**src/rtl/pc_fetch_unit.sv**
```systemverilog
// Purpose: PC register and fetch sequencer (IDLE/FETCH/WAIT/HOLD). Optional macro MISALIGN_TRAP_EN traps misaligned redirects.
// Latency: min 3 cycles per instruction (request, response, present); instr registered on imem_rvalid.
// Backpressure: stalls in FETCH while !imem_ready and in WAIT until imem_rvalid; holds instr/pc until instr_ack.
module pc_fetch_unit #(
   parameter int              XLEN     = 32,
   parameter logic [XLEN-1:0] RESET_PC = 32'h0000_0000,
   parameter logic [XLEN-1:0] TRAP_VEC = 32'h0000_0100
) (
   input  logic            clk,
   input  logic            rst_n,
   input  logic            pc_src,
   input  logic [XLEN-1:0] branch_target,
   input  logic            jump,
   input  logic [XLEN-1:0] jump_target,
   input  logic            instr_ack,
   output logic            imem_req,
   output logic [XLEN-1:0] imem_addr,
   input  logic            imem_ready,
   input  logic            imem_rvalid,
   input  logic [31:0]     imem_rdata,
   output logic            instr_valid,
   output logic [31:0]     instr,
   output logic [XLEN-1:0] pc,
   output logic [XLEN-1:0] pc_plus4,
   output logic            misalign_trap
);

   localparam logic [31:0] NOP = 32'h0000_0013;

   typedef enum logic [1:0] {S_IDLE, S_FETCH, S_WAIT, S_HOLD} state_t;

   state_t          state, state_nxt;
   logic [XLEN-1:0] pc_q, pc_nxt;
   logic [XLEN-1:0] next_raw, redirect_pc;
   logic [31:0]     instr_q, instr_nxt;
   logic            ack;

   assign pc_plus4    = pc_q + XLEN'(4);
   assign pc          = pc_q;
   assign imem_addr   = pc_q;
   assign instr       = instr_q;
   assign imem_req    = (state == S_FETCH);
   assign instr_valid = (state == S_HOLD);

   // jump outranks a taken branch; JALR-style bit 0 clear applies to jumps only
   always_comb begin
      if (jump)
         next_raw = {jump_target[XLEN-1:1], 1'b0};
      else if (pc_src)
         next_raw = branch_target;
      else
         next_raw = pc_plus4;
   end

`ifdef MISALIGN_TRAP_EN
   logic misalign;
   logic trap_q;
   logic unused_ok;

   assign misalign      = (next_raw[1:0] != 2'b00);
   assign redirect_pc   = misalign ? TRAP_VEC : next_raw;
   assign misalign_trap = trap_q;
   assign unused_ok     = jump_target[0];

   always_ff @(posedge clk or negedge rst_n) begin
      if (!rst_n)
         trap_q <= 1'b0;
      else
         trap_q <= ack & misalign;
   end
`else
   logic unused_ok;

   assign redirect_pc   = {next_raw[XLEN-1:2], 2'b00};
   assign misalign_trap = 1'b0;
   assign unused_ok     = ^{jump_target[0], next_raw[1:0], TRAP_VEC};
`endif

   always_comb begin
      state_nxt = state;
      pc_nxt    = pc_q;
      instr_nxt = instr_q;
      ack       = 1'b0;
      case (state)
         S_IDLE:  state_nxt = S_FETCH;
         S_FETCH: if (imem_ready) state_nxt = S_WAIT;
         S_WAIT: begin
            // responses arriving in any other state are stale and dropped
            if (imem_rvalid) begin
               instr_nxt = imem_rdata;
               state_nxt = S_HOLD;
            end
         end
         S_HOLD: begin
            if (instr_ack) begin
               ack       = 1'b1;
               pc_nxt    = redirect_pc;
               state_nxt = S_FETCH;
            end
         end
         default: state_nxt = S_IDLE;
      endcase
   end

   always_ff @(posedge clk or negedge rst_n) begin
      if (!rst_n) begin
         state   <= S_IDLE;
         pc_q    <= RESET_PC;
         instr_q <= NOP;
      end else begin
         state   <= state_nxt;
         pc_q    <= pc_nxt;
         instr_q <= instr_nxt;
      end
   end

endmodule

```
**config.mk**
```make
export PLATFORM = sky130hd
export DESIGN_NAME = pc_fetch_unit
export DESIGN_NICKNAME = d
export VERILOG_FILES = /design/src/rtl/pc_fetch_unit.sv
export SDC_FILE = /design/constraint.sdc
export NUM_CORES = 1
export LEC_CHECK = 0
export BUFFER_PORTS_ARGS = -buffer_cell sky130_fd_sc_hd__buf_2
export CAP_MARGIN = 40
export CORE_MARGIN = 2
export CORE_UTILIZATION = 46
export DETAILED_ROUTE_END_ITERATION = 6
export PLACE_DENSITY = 0.85
export SETUP_SLACK_MARGIN = 0.2
export SLEW_MARGIN = 5
export SYNTH_ARGS = -nofsm -noshare
export SYNTH_HDL_FRONTEND = slang
export SYNTH_SLANG_ARGS = --single-unit
```
**constraint.sdc**
```tcl
create_clock -name clk -period 2.7 [get_ports clk]
set_input_delay 0 -clock clk [delete_from_list [all_inputs] [get_ports clk]]
set_output_delay 0 -clock clk [all_outputs]
set_load 0.02 [all_outputs]
```
==> flow_summary.toml, run 1 <==
[status]
outcome = "complete, no violations"

[synth]
synth_top_cell_area_share = 0.3489
yosys_warnings = 0
yosysTopAreaCell = "dfrtp_1"
synth.distinct_cells = 65
avgSynthCellArea_um2 = 9.430
async_flop_share = 1.000
synthTopCellsByCount = "61 x dfrtp_1, 38 x buf_4, 34 x mux2_2"
synth_ff_type = "dfrtp_1"
netlist_instances = 464
ys_ff_latch = 64
synth_edf_count = 0
yosysMostFrequentCell = "dfrtp_1"
synthTopCellsByArea = "dfrtp_1 35%, mux2_2 8.8%, buf_4 6.5%"
ys_seq_area_frac = 0.3669
syn-cell-area_um2 = 4375

[clocking]
cts.sinks = 64
cts_root_buffer = "clkbuf_8"
insertion_delay_ps = 330
cts_buffers = 9
clock_path_buffers = 2
cts_tree = "yes"
clkTransAtPathRegs_ps = 70
cts_max_level = 3

[floorplan]
dieArea_um2 = 10310
die_x_um = 101.5
ios = 234
row_count = 35
coreArea_um2 = 9240
start_util = 0.4735
die_h_um = 101.5

[detailed_routing]
post_drt_wl_per_cell_um = 18.30
drtAntennaViolNets = 0
drt_iter0_markers = 200
drt-pass1-iter-count = 5
vias_per_cell = 5.553
vias = 4531
drc_errors = 0
wl_mm = 14.93

[critical_path]
cp-end-kind = "primary output"
path_class = "flip-flop to primary output"
required_ps = 2700
worstPathMaxFanout = 9
critical_path_arrival_ps = 2390
startpoint_type = "flip-flop"

[final_layout]
fin_area_um2 = 5921
drive_gt1_frac = 0.4498
syn2layout_area_growth_pct = 35.32
diodes = 0
nets = 789

[placed_design]
gp_congestion = 0.9255
placed_cell_area_um2 = 5283
pre_cts_slack_ps = 321.6
io_buffers = 222
detailed_place_hpwl_mm = 9.891

[pwr]
finalPower_mw = 6.804
leakage_nw = 2.809
peakVddDrop_uv = 757.8
p_per_area_nw_per_um2 = 1149

[timing]
relSlewSlack = 0.5545
fin_skew_ps = 14.11
finalHoldViolations = 0
period_minus_slack_ps = 2386
max_freq_ghz = 0.4191
tightestPinTransition_ps = 662.2
setup_ws_ps = 313.9
setup_violations = 0
grt_setup_unrepaired = "true"
finalSetupTns_ps = 0
fin_crit_sh = 0.8838
drv_slew = 0

[global_routing]
antenna_found_initial = 0
grt_pass1_vias = 4501
grt_max_degree = 65
grt_pass1_wl_mm = 23.05
gr-total-overflow = 0
grt_util_all_layers = 0.2857

[job]
drv_cap = 0

[hold_path]
min_path_type = "input pin to flip-flop"
per-stage QoR:
| stage | cells | hold WS, ps | utilization |
|---|---|---|---|
| floorplan | 470 | -295.6 | - |
| global placement | 757 | 40.18 | 0.5709 |
| detailed placement | 758 | 42.11 | 0.5717 |
| CTS | 815 | 2.188 | 0.6381 |
| global route | 816 | 11.60 | 0.6408 |
| finish | 816 | 9.050 | 0.6408 |
cells in the final DEF, fill, tap and decap left out, types with 7 or more instances in the layout:
cell,count
buf_2,220
dfrtp_1,57
dlygate4sd3_1,41
mux2_2,34
nand2_1,29
nor2_1,24
a21oi_1,23
nand3_1,17
xnor2_1,16
o21ai_0,16
inv_1,15
o22ai_1,12
xor2_1,11
buf_4,11
a22oi_1,10
clkbuf_8,10
nand4_1,8
mux2i_1,8
o311ai_0,7
conb_1,7
worst max-delay path: stages, from the launching register on:
cell and delay (ps):
dfrtp_2 410, ha_2 230, nand3_4 140, or4_4 620, or3_4 360, xnor2_1 150, buf_4 160
logic make-up after synthesis:
group	share of synthesized area
simple gates	0.1639
fa+ha+maj	0.01144
other cells	0.0008571
compound gates	0.1770
flops	0.3669
buf+inv	0.1201
mux	0.1058
xor+xnor	0.05404
sequential cells by signal, summed over array words and instances, names as in the netlist:
register and flops:
instr 32, imem_addr 30, state 2
what timing repair did:
action,in CTS,in global routing
endpoints found under the hold margin,103,0
gates cloned,0,0
pin swaps,0,1
hold buffers,41,0
buffers inserted,0,1
setup endpoints to repair,2,3
resized for setup,1,8
metal layers:
metal  wire, µm  vias up  global-route usage  share of wire
li1           -     2092                   -              -
met1       6039     2184              0.3539           0.40
met2       7503      237              0.4823           0.50
met3       1187       18             0.08075          0.079
met4        204        0             0.09044          0.014
met5          0        -                   0              0
path summary, 6_finish.rpt:
| path | to | cells after the start | start | slack (ps) |
|---|---|---|---|---|
| setup / recovery | pc_plus4[28] | 6 | imem_addr[3] | 310 |
| max in group asynchronous | instr[4] | 3 | rst_n | 2140 |
| hold reg to reg | instr[17] | 1 | instr[17] | 510 |
| min in group asynchronous | imem_addr[11] | 3 | rst_n | 190 |
| setup reg to reg | imem_addr[20] | 6 | imem_addr[3] | 420 |
| hold / removal | imem_addr[3] | 3 | jump_target[3] | 9 |
cell type report:
| type | count | area [µm²] |
|---|---|---|
| multi-input cells | 319 | 2280 |
| repair buffers | 273 | 1614 |
| flip-flops and latches | 64 | 1610 |
| well taps | 129 | 161.4 |
| inverters | 15 | 56.30 |
| fillers | 738 | 3319 |
| clock inverters | 5 | 57.56 |
| clock buffers | 11 | 141.4 |
where the power goes:
group          leakage, nW  total (mW)  switching, mW  internal (mW)
logic                 1.96        3.83           2.35           1.48
registers            0.747        2.12          0.671           1.45
clock network        0.103       0.852          0.399          0.453
total                 2.81        6.80           3.42           3.38
Note: power is estimated with default switching activity, not from simulation.
==> run 2: changes to the inputs <==
--- a/config.mk
+++ b/config.mk
@@ -5,12 +5,13 @@
 export SDC_FILE = /design/constraint.sdc
 export NUM_CORES = 1
 export LEC_CHECK = 0
+export ABC_AREA = 1
 export BUFFER_PORTS_ARGS = -buffer_cell sky130_fd_sc_hd__buf_2
 export CAP_MARGIN = 40
 export CORE_MARGIN = 2
-export CORE_UTILIZATION = 46
+export CORE_UTILIZATION = 45
 export DETAILED_ROUTE_END_ITERATION = 6
-export PLACE_DENSITY = 0.85
+export PLACE_DENSITY = 0.84
 export SETUP_SLACK_MARGIN = 0.2
 export SLEW_MARGIN = 5
 export SYNTH_ARGS = -nofsm -noshare
==> flow_summary.toml, run 2 <==
[placed_design]
gp_congestion = 0.9338
pre_cts_slack_ps = 953.2
place_inst = 844
detailed_place_hpwl_mm = 9.603
io_buffers = 222
placed_cell_area_um2 = 5160

[clocking]
cts_root_buffer = "clkbuf_8"
post_cts_resized = 0
insertion_delay_ps = 340
clock_path_buffers = 2
cts_max_level = 3
cts_tree = "yes"
postCtsSetupBuffers = 0
cts_buffers = 9
clkTransAtPathRegs_ps = 80
cts.sinks = 64

[floorplan]
die_x_um = 100.5
row_count = 35
die_h_um = 100.5
start_util = 0.4581
ios = 234
coreArea_um2 = 9153
dieArea_um2 = 10110

[final_layout]
fin_area_um2 = 6020
nets = 914
layout_common_cells = "222 x buf_2, 135 x nand2_1, 88 x nor2_1"
fin_util = 0.6577
final_common_cell = "buf_2"
drive_gt1_frac = 0.3633
largest_reg_flops = 32
syn2layout_area_growth_pct = 43.57
diodes = 0
final_cells = 923

[detailed_routing]
vias = 4584
drt-pass1-iter-count = 5
vias_per_cell = 4.966
drt_iter0_markers = 281
drc_errors = 0
wl_mm = 14.07
post_drt_wl_per_cell_um = 15.24
drtAntennaViolNets = 0

[synth]
synth_edf_count = 0
synth_top_cell_area_share = 0.3641
ys_ff_latch = 64
ys_seq_area_frac = 0.3829
synthTopCellsByArea = "dfrtp_1 36%, nand2_1 12%, mux2_2 8.6%"
yosysMostFrequentCell = "nand2_1"
yosysTopAreaCell = "dfrtp_1"
async_flop_share = 1.000
avgSynthCellArea_um2 = 7.527
synth_ff_type = "dfrtp_1"
synth.distinct_cells = 32
yosys_warnings = 0
syn-cell-area_um2 = 4193
netlist_instances = 557
synthTopCellsByCount = "135 x nand2_1, 88 x nor2_1, 61 x dfrtp_1"

[timing]
max_freq_ghz = 0.4310
finalSetupTns_ps = 0
fin_skew_ps = 5.790
finalHoldViolations = 0
fin_crit_sh = 0.8593
tightestPinTransition_ps = 823.6
setup_violations = 0
grt_setup_unrepaired = "false"
period_minus_slack_ps = 2320
drv_slew = 0
relSlewSlack = 0.4502
setup_ws_ps = 379.9

[critical_path]
cp-end-kind = "flip-flop"
rr_worst_depth = 11
path_class = "flip-flop to flip-flop"
startpoint_type = "flip-flop"
timing.rr.end = "imem_addr[16]"
reg2reg_from = "imem_addr[3]"
critical_path_arrival_ps = 2600
worstPathMaxFanout = 6
required_ps = 2980
endpoint = "imem_addr[16]"
regToRegSetupSlack_ps = 380
crit_start = "imem_addr[3]"

[status]
outcome = "complete, no violations"

[global_routing]
grt_pass1_vias = 4451
gr-total-overflow = 0
grt_max_degree = 47
grt_util_all_layers = 0.2794
grt_pass1_wl_mm = 21.87
antenna_found_initial = 0

[pwr]
leakage_nw = 3.113
peakVddDrop_uv = 759.5
p_per_area_nw_per_um2 = 1156

[hold_path]
min_path_type = "input pin to flip-flop"

[job]
drv_cap = 0
-- run 2: changes by cell type after synthesis, moves of 11 or more --
cell / before / now
xnor2_1: 16 / 3
nand2_1: 29 / 135
a21oi_1: 23 / 46
inv_1: 15 / 37
nor2_1: 24 / 88
nand3_1: 17 / 28
-- run 2: area by class of cell --
class	count	area, µm²
Sequential cell	64	1605
Multi-Input combinational cell	404	2112
Timing Repair Buffer	290	1792
Inverter	38	142.6
Tap cell	111	138.9
Clock buffer	10	137.6
Fill cell	764	3133
Clock inverter	6	91.34
-- run 2: logic make-up after synthesis --
family                   share of synthesized area
AO/OA/AOI/OAI                               0.1015
XOR/XNOR                                   0.02865
adder cells (fa/ha/maj)                    0.01194
buffers and inverters                       0.1188
flip-flops                                  0.3829
multiplexers                               0.08595
other                                    0.0008944
AND/OR/NAND/NOR                             0.2695
-- run 2: stage by stage --
stage / hold WS, ps / power, mW
after CTS: 7.077 / 6.913
after global placement: 114.5 / 5.743
after global routing: 12.11 / 7.439
final: 18.02 / 6.958
after detailed placement: 114.3 / 5.837
after floorplan: -295.6 / 4.732
-- run 2: critical path, cell delays in order (launching register included) --
cell and delay [ps]:
dfrtp_1 450, ha_1 260, nand2_1 80, nor2_2 120, nand2_1 80, nor2_2 220, xor2_1 240, nand2_1 70
nand2_1 80, nand2_1 40, dlygate4sd3_1 540, nand2_1 60
-- run 2: report_power, final --
group / switching (mW) / total (mW) / leakage [nW] / internal [mW]
combinational: 2.54 / 3.97 / 2.26 / 1.43
clock: 0.419 / 0.967 / 0.105 / 0.548
sequential: 0.567 / 2.02 / 0.744 / 1.46
-- run 2: layer usage --
metal | global-route usage | wire length (µm) | up-vias
met5 | 0 | 0 | -
met4 | 0.1138 | 506 | 0
met3 | 0.07767 | 1198 | 45
met2 | 0.4719 | 6765 | 223
met1 | 0.3372 | 5594 | 2081
li1 | - | - | 2235
-- run 2: worst min path at each step --
stage / start / to / slack, ps / cells after the start
floorplan: rst_n / imem_addr[10] / -300 / 0
global placement: rst_n / imem_addr[22] / 110 / 1
detailed placement: rst_n / imem_addr[22] / 110 / 1
CTS: jump_target[11] / imem_addr[11] / 7 / 3
global route: jump_target[11] / imem_addr[11] / 10 / 3
finish: jump_target[11] / imem_addr[11] / 20 / 3
-- run 2: timing repair --
item | 4_1_cts | 5_1_grt
endpoints found under the hold margin | 86 | 0
hold buffers | 63 | 0
endpoints found under the setup margin | 0 | 0
